### config.mk
export PLATFORM = sky130hd
export DESIGN_NAME = instr_cache
export DESIGN_NICKNAME = d
export VERILOG_FILES = /design/src/rtl/icache_pkg.sv /design/src/rtl/icache_refill_fsm.sv /design/src/rtl/instr_cache.sv
export SDC_FILE = /design/constraint.sdc
export NUM_CORES = 2
export LEC_CHECK = 0
export BUFFER_PORTS_ARGS = -buffer_cell sky130_fd_sc_hd__buf_2
export CORE_MARGIN = 2
export CORE_UTILIZATION = 40
export CTS_CLUSTER_SIZE = 10
export DETAILED_ROUTE_END_ITERATION = 7
export SLEW_MARGIN = 25
export SYNTH_ARGS = -nofsm -noshare
export SYNTH_HDL_FRONTEND = slang
export SYNTH_SLANG_ARGS = --single-unit
### constraint.sdc
create_clock -name clk -period 15.3 [get_ports clk]
set_clock_uncertainty 0.2 [all_clocks]
set_input_delay 3.06 -clock clk [delete_from_list [all_inputs] [get_ports clk]]
set_output_delay 3.06 -clock clk [all_outputs]
set_load 0.05 [all_outputs]
### src/rtl/icache_pkg.sv
// Shared state type, default geometry and address-split width helpers for the instruction cache.
package icache_pkg;

    localparam int unsigned DEF_ADDRESS_WIDTH  = 32;
    localparam int unsigned DEF_DATA_WIDTH     = 32;
    localparam int unsigned DEF_SETS           = 16;
    localparam int unsigned DEF_WORDS_PER_LINE = 4;

    typedef enum logic [1:0] {
        IDLE   = 2'd0,
        REFILL = 2'd1,
        UPDATE = 2'd2
    } icache_state_e;

    // Address split: {tag, index, offset, 2'b00}
    function automatic int unsigned offset_width(input int unsigned words_per_line);
        return $clog2(words_per_line);
    endfunction

    function automatic int unsigned index_width(input int unsigned sets);
        return $clog2(sets);
    endfunction

    function automatic int unsigned tag_width(input int unsigned address_width,
                                              input int unsigned sets,
                                              input int unsigned words_per_line);
        return address_width - $clog2(sets) - $clog2(words_per_line) - 2;
    endfunction

endpackage

### src/rtl/icache_refill_fsm.sv
// Refill controller: owns the lookup/refill state, beat counter, deferred flush and the
// one-outstanding-request memory handshake.
module icache_refill_fsm
    import icache_pkg::*;
#(
    parameter int unsigned ADDRESS_WIDTH  = DEF_ADDRESS_WIDTH,
    parameter int unsigned WORDS_PER_LINE = DEF_WORDS_PER_LINE,
    localparam int unsigned OFFSET_W = offset_width(WORDS_PER_LINE),
    localparam int unsigned LINE_W   = ADDRESS_WIDTH - OFFSET_W - 2
) (
    input  logic                     clk,
    input  logic                     rst,
    input  logic                     miss,
    input  logic                     flush,
    input  logic [LINE_W-1:0]        miss_line,
    input  logic                     mem_rvalid,
    output logic                     idle,
    output logic [OFFSET_W-1:0]      beat,
    output logic [LINE_W-1:0]        line,
    output logic                     mem_req,
    output logic [ADDRESS_WIDTH-1:0] mem_addr,
    output logic                     fill_we,
    output logic                     update,
    output logic                     set_valid,
    output logic                     clear_valid
);

    icache_state_e         state, state_nxt;
    logic [OFFSET_W-1:0]   beat_nxt;
    logic [LINE_W-1:0]     line_nxt;
    logic                  pend, pend_nxt;

    always_ff @(posedge clk or negedge rst) begin
        if (!rst) begin
            state <= IDLE;
            beat  <= '0;
            line  <= '0;
            pend  <= 1'b0;
        end else begin
            state <= state_nxt;
            beat  <= beat_nxt;
            line  <= line_nxt;
            pend  <= pend_nxt;
        end
    end

    always_comb begin
        state_nxt   = state;
        beat_nxt    = beat;
        line_nxt    = line;
        pend_nxt    = pend;
        mem_req     = 1'b0;
        fill_we     = 1'b0;
        update      = 1'b0;
        set_valid   = 1'b0;
        clear_valid = 1'b0;
        case (state)
            IDLE: begin
                clear_valid = flush;
                if (miss) begin
                    state_nxt = REFILL;
                    beat_nxt  = '0;
                    line_nxt  = miss_line;
                end
            end
            REFILL: begin
                mem_req = 1'b1;
                if (flush) pend_nxt = 1'b1;
                if (mem_rvalid) begin
                    fill_we  = 1'b1;
                    beat_nxt = beat + OFFSET_W'(1);
                    if (beat == OFFSET_W'(WORDS_PER_LINE - 1)) state_nxt = UPDATE;
                end
            end
            UPDATE: begin
                // A flush seen during the refill leaves the new line invalid and wipes the rest.
                update      = 1'b1;
                clear_valid = pend || flush;
                set_valid   = !(pend || flush);
                pend_nxt    = 1'b0;
                state_nxt   = IDLE;
            end
            default: state_nxt = IDLE;
        endcase
    end

    assign idle     = (state == IDLE);
    assign mem_addr = {line, beat, 2'b00};

endmodule

### src/rtl/instr_cache.sv
// Direct-mapped instruction cache with zero-latency hits and whole-line refill on a miss.
// Define ICACHE_PERF_EN to add the hit_count / miss_count performance counters.
module instr_cache
    import icache_pkg::*;
#(
    parameter int unsigned ADDRESS_WIDTH  = DEF_ADDRESS_WIDTH,
    parameter int unsigned DATA_WIDTH     = DEF_DATA_WIDTH,
    parameter int unsigned SETS           = DEF_SETS,
    parameter int unsigned WORDS_PER_LINE = DEF_WORDS_PER_LINE
) (
    input  logic                     clk,
    input  logic                     rst,
    input  logic [ADDRESS_WIDTH-1:0] pc,
    input  logic                     flush,
    output logic [DATA_WIDTH-1:0]    instr,
    output logic                     stall,
    output logic                     mem_req,
    output logic [ADDRESS_WIDTH-1:0] mem_addr,
    input  logic                     mem_rvalid,
    input  logic [DATA_WIDTH-1:0]    mem_rdata
`ifdef ICACHE_PERF_EN
    ,
    output logic [31:0]              hit_count,
    output logic [31:0]              miss_count
`endif
);

    localparam int unsigned OFFSET_W = offset_width(WORDS_PER_LINE);
    localparam int unsigned INDEX_W  = index_width(SETS);
    localparam int unsigned TAG_W    = tag_width(ADDRESS_WIDTH, SETS, WORDS_PER_LINE);
    localparam int unsigned LINE_W   = INDEX_W + TAG_W;

    logic [OFFSET_W-1:0]   offset;
    logic [INDEX_W-1:0]    index;
    logic [TAG_W-1:0]      tag;
    logic [SETS-1:0]       valid;
    logic [TAG_W-1:0]      tags [SETS];
    logic [DATA_WIDTH-1:0] data [SETS][WORDS_PER_LINE];
    logic                  idle, lookup_hit, hit, miss;
    logic [OFFSET_W-1:0]   beat;
    logic [LINE_W-1:0]     line;
    logic [INDEX_W-1:0]    fill_index;
    logic [TAG_W-1:0]      fill_tag;
    logic                  fill_we, update, set_valid, clear_valid;
    logic                  unused_pc;

    assign offset     = pc[OFFSET_W+1:2];
    assign index      = pc[OFFSET_W+2 +: INDEX_W];
    assign tag        = pc[ADDRESS_WIDTH-1 -: TAG_W];
    assign unused_pc  = ^pc[1:0];
    assign fill_index = line[INDEX_W-1:0];
    assign fill_tag   = line[LINE_W-1 -: TAG_W];

    // A flush in the lookup cycle forces a miss.
    assign lookup_hit = valid[index] && (tags[index] == tag) && !flush;
    assign hit        = idle && lookup_hit;
    assign miss       = !lookup_hit;
    assign stall      = !hit;
    assign instr      = data[index][offset];

    icache_refill_fsm #(
        .ADDRESS_WIDTH  (ADDRESS_WIDTH),
        .WORDS_PER_LINE (WORDS_PER_LINE)
    ) u_refill_fsm (
        .clk         (clk),
        .rst         (rst),
        .miss        (miss),
        .flush       (flush),
        .miss_line   (pc[ADDRESS_WIDTH-1 -: LINE_W]),
        .mem_rvalid  (mem_rvalid),
        .idle        (idle),
        .beat        (beat),
        .line        (line),
        .mem_req     (mem_req),
        .mem_addr    (mem_addr),
        .fill_we     (fill_we),
        .update      (update),
        .set_valid   (set_valid),
        .clear_valid (clear_valid)
    );

    always_ff @(posedge clk or negedge rst) begin
        if (!rst) begin
            valid <= '0;
        end else if (clear_valid) begin
            valid <= '0;
        end else if (set_valid) begin
            valid[fill_index] <= 1'b1;
        end
    end

    // Tag and data storage carry no reset; valid bits gate every use.
    always_ff @(posedge clk) begin
        if (fill_we) data[fill_index][beat] <= mem_rdata;
        if (update)  tags[fill_index]       <= fill_tag;
    end

`ifdef ICACHE_PERF_EN
    always_ff @(posedge clk or negedge rst) begin
        if (!rst) begin
            hit_count  <= '0;
            miss_count <= '0;
        end else begin
            if (hit)          hit_count  <= hit_count + 32'd1;
            if (idle && miss) miss_count <= miss_count + 32'd1;
        end
    end
`endif

endmodule

# Yosys cells after proc, flatten, opt, wreduce, memory -nomap -nowiden
# Memory sizes are Yosys's and may differ from the RTL's.
# Index checks and enable logic that the tools add are counted.
# totals
output_inout_bits,66
input_bits,68
regBits,49
wordCells,73
mem_count,2
mem_bits_rw,2432
# classes
muxes,30
n_lt_le_gt_ge,6
addsub,1
n_reduce_logical,17
eq_ne,8
bitwise_logic,4
# mem_list
name,words,width,rd,rd_clocked_by_memory_dff,wr,line_no,text
data,16,128,1,0,1,instr_cache.sv:38,logic [DATA_WIDTH-1:0] data [SETS][WORDS_PER_LINE];
tags,16,24,1,0,1,instr_cache.sv:37,logic [TAG_W-1:0] tags [SETS];
# ops
cell,n
128-bit 2-to-1 mux,1
32-bit 2-to-1 mux,3
32-bit binary-select mux with 2-bit select,1
32-bit demux with 2-bit select,1
16-bit 2-to-1 mux,2
24-bit equality test,1
16-bit bitwise OR,1
1-bit 2-to-1 mux,11
4-bit by 5-bit < comparator with 1-bit output (second input constant),2
2-bit 2-to-1 mux,5
2-bit case mux with 2 select lines,2
3-bit greater-or-equal comparator (second input constant),2
2-bit inequality test (second input constant),3
2-bit NOT with 3-bit output,2
3-bit AND reduction,2
2-bit nonzero test,3
1-bit logical AND,5
1-bit binary-select mux with 4-bit select,1
1-bit demux with 4-bit select,1
2-bit equality test (second input constant),2
4-bit by 1-bit greater-or-equal comparator with 1-bit output (second input constant),1
1-bit case mux with 2 select lines,2
2-bit AND reduction,2
1-bit logical NOT,3
7 further kinds,7

# Depth between registers and ports, before layout
# logic_depth
ltp_word,7
ltp_mapped,14
depth_no_buf,8

# By module
# A second synthesis with hierarchy kept.
# hier_totals
cells_unflattened,3936
area_unflattened_um2,95678.0
# modules_own_cells
mod,area_each_um2,cells_each,seq_area_each_um2,n_inst
instr_cache,94005.2,3817,73430.4,1
icache_refill_fsm,1672.9,119,825.8,1

# Worst setup path before layout
# OpenSTA, ideal clock, no wires.
# synth_path
path_type,in2out
startpoint,input pc[5]
endpoint,output instr[17]
arrival_time_ns,6.396
t_required_ns,12.040
setup_slack_ns,5.644
stages,12
cell_sequence,buf_4 buf_6 buf_2 buf_4 buf_2 buf_2 buf_2 buf_1 mux4_2 mux4_2 mux2i_1 o21ai_0
# synth_via
elab_chain_cells,4
# synth_lines
element,line_no,text
from (decl),instr_cache.sv:13,"input logic [ADDRESS_WIDTH-1:0] pc,"
memory 16 x 128 bit,-,
32-bit binary-select mux with 2-bit select,instr_cache.sv:59,assign instr = data[index][offset];
32-bit 2-to-1 mux (implied by the code) (2 in series),instr_cache.sv:59,
to (decl),instr_cache.sv:15,"output logic [DATA_WIDTH-1:0] instr,"
# No other way between the ends. The select of a mux whose other input is x is not followed.

# Worst setup path after layout
# layout_path
startpoint,input pc[5]
endpoint,output instr[11]
# The elaborated chain is that of the path after synthesis.

==> results.ini <==
[floorplan]
dieWidth_um = 492
io_pins = 134
die_h_um = 492
fp-row-count = 179
initial_core_util_pct = 40.2
core_um2 = 237000
die-area_um2 = 242000

[cts]
post_cts_buffers = 0
cts_root_buf = clkbuf_16
cts_resized = 0
clock_latency_ns = 0.91
cts-buffers-inserted = 300
clkSinkCount = 2481
cts.hold.buffers_added = 0
cts_tree = done
clockBufferDepth = 4
htreeDepth = 5
clkTransAtPathRegs_ns = 0.06

[pwr]
p_per_area_nw_per_um2 = 143
seqPwrFrac_pct = 51.9
switching_share_pct = 23.5
p_leak_uw = 0.0338
p_clk_share_pct = 39.3
p_int_uw = 11900
power.switching_uw = 3650
comb_power_share_pct = 8.8
peakVddDrop_mv = 0.193

[routing]
ant_nets = 0
vias = 44300
routedWlPerCell_um = 32.6
totalWireLength_mm = 244
dr.first_iter.drc_count = 5244
via_per_inst = 5.91
firstDrtPassIters = 5
remaining_drc_errors = 0

[critical_path]
timing.critical_path.slowest_cell_delay_ns = 0.74
slowest_stage = buf_4
crit_type = in2out
cp.required_ns = 12.04
arrival_ns = 7.74
crit_chain = buf_8, buf_12, buf_4, buf_4, mux4_2, mux4_2, mux4_2, buf_2
cp-start-kind = input port
worst_path_most_repeated_cell = mux4_2
crit_buf_inv = 5
crit_family = buffers and inverters
worst-path-max-fanout = 120
end_kind = primary output

[layout]
stdcell_count = 7497
drive_gt1_share_pct = 32.8
final_nets = 4331
design_area_um2 = 109000
n_fill_cell = 19600
syn2layout_area_growth_pct = 13.9

[min_path]
holdCritPathClass = reg2reg

[sta]
post-route-period-util_pct = 71.9
setup_violations = 0
fmax_mhz = 90.9
fin_crit_ns = 11.00
tightest_slew_ns = 1.04
slew_violations = 0
finalHoldViolations = 0
rsz0062_at_grt = no
fin_ws_ns = 4.30
maxSlewHeadroom_pct = 30.9
setup-tns-final_ns = 0

[yosys]
async_flop_share_pct = 1.98
synth_edf_count = 2432
mappedNetlistArea_um2 = 95300
ys_ff_latch = 2481
synth_cell_types = 58
ys_seq_area_share_pct = 77.9
synthFlopType = edfxtp_1
synthCells = 3926
syn-mean-instance-area_um2 = 24.3
synth_warnings = 0

[place]
pre_cts_slack_ns = 4.24
dp_hpwl_mm = 123
placed_cell_area_um2 = 100000
dpl.cell_count = 7122
io_buffers = 129
gp_congestion = 0.741

[global_route]
busiest_layer = met2
grt_pass1_wl_mm = 343
grt_overflow = 0
use_met2_pct = 31.6
grt_max_degree = 139
grt_usage_pct = 20.1
grt_pass1_vias = 45100
met3_usage_pct = 3.70
antenna_found_initial = 19
globalRouteMet1Util_pct = 28.9

[run_status]
status = finished, final reports clean

[flow_run]
drv_cap = 0

-- layout by cell type, fill, tap and decap left out, types with 4 or more instances in the layout --
master / count
xor2_1: 13
mux4_2: 727
buf_4: 133
a41oi_1: 7
a21oi_1: 8
and2_1: 5
nand4_1: 4
buf_2: 102
o21ai_0: 7
edfxtp_1: 2432
buf_12: 5
inv_1: 8
a22oi_1: 23
inv_6: 4
xnor2_1: 16
a22o_1: 8
nand2b_1: 7
dfrtp_1: 49
nor3_1: 5
mux2i_1: 93
ha_1: 4
a221oi_1: 7
nand2_1: 39
clkbuf_1: 54
mux2_2: 6
nor2_4: 80
nor2_1: 29
a31oi_1: 18
clkbuf_16: 308
nand3_2: 4
a21o_1: 5
mux2_4: 28
a211oi_1: 5
nor2b_1: 17
nand3_1: 14
-- cells in the mapped netlist, types with 17 or more instances --
| master | number | area share, % |
|---|---|---|
| a31oi_1 | 18 | 0.12 |
| mux2i_1 | 93 | 0.98 |
| buf_2 | 77 | 0.40 |
| dfrtp_1 | 49 | 1.3 |
| clkbuf_1 | 85 | 0.33 |
| nor2b_1 | 17 | 0.11 |
| buf_1 | 32 | 0.13 |
| nand3_1 | 18 | 0.095 |
| nor2_1 | 110 | 0.43 |
| a22oi_1 | 23 | 0.18 |
| edfxtp_1 | 2432 | 77 |
| nand2_1 | 39 | 0.15 |
| mux2_4 | 28 | 0.44 |
| mux4_2 | 727 | 17 |
-- through the flow --
step	utilization, %	total power, uW	hold WS [ns]
2_1_floorplan	-	8980	0.257
3_3_place_gp	42.3	9540	0.274
3_5_place_dp	42.3	9580	0.281
4_1_cts	45.7	15600	0.293
5_1_grt	45.7	16000	0.331
6_report	45.7	15500	0.313
-- sequential cells by signal, summed over array words and instances, names as in the netlist --
register,cells
u_refill_fsm.state,2
valid,16
data,2048
u_refill_fsm.pend,1
tags,384
u_refill_fsm.line,28
u_refill_fsm.beat,2
-- worst reg2reg max path: stages, from the launching register on --
cell and delay [ns]:
dfrtp_1 0.45, nor2b_1 0.65, nand3_2 0.89, nor2_4 1.13
buf_4 0.60
-- worst paths after layout --
kind / startpoint / to / slack, ns / cells after the start
max in group asynchronous: rst / valid[8] / 12.24 / 2
setup / recovery: pc[5] / instr[11] / 4.30 / 8
min in group asynchronous: rst / u_refill_fsm.line[16] / 2.08 / 2
hold reg to reg: valid[13] / valid[13] / 0.31 / 2
hold / removal: valid[13] / valid[13] / 0.31 / 2
setup reg to reg: u_refill_fsm.state[0] / data[7][12] / 10.98 / 4
-- power by group through the flow --
stage	registers [uW]	clock network [uW]	logic, uW
2_1_floorplan	8260	0	719
3_3_place_gp	8180	0	1360
3_5_place_dp	8200	0	1380
4_1_cts	8070	6200	1380
5_1_grt	8100	6470	1440
6_report	8070	6100	1370
-- area by class of cell --
| class | instances | area [um2] | area share [%] |
|---|---|---|---|
| flip-flops and latches | 2481 | 74300 | 68.4 |
| well taps | 3167 | 3960 | 3.65 |
| repair buffers | 246 | 1690 | 1.56 |
| diodes | 3 | 7.51 | 0.00691 |
| multi-input cells | 1221 | 20600 | 19.0 |
| clock buffers | 362 | 7910 | 7.29 |
| clock inverters | 8 | 97.6 | 0.0899 |
| inverters | 9 | 33.8 | 0.0311 |
-- cell families after synthesis --
family,share of synthesized area (%)
AO/OA/AOI/OAI,0.855
XOR/XNOR,0.266
adder cells (fa/ha/maj),0.0525
buffers and inverters,1.14
flip-flops,77.9
multiplexers,18.7
other,0.00393
AND/OR/NAND/NOR,1.06
-- per-layer routing --
| metal | wire length, um | vias up |
|---|---|---|
| met5 | 114 | - |
| met2 | 116000 | 1831 |
| met1 | 104000 | 24600 |
| met4 | 6340 | 16 |
| li1 | - | 17500 |
| met3 | 17800 | 429 |
(Power assumes the default switching activity.)
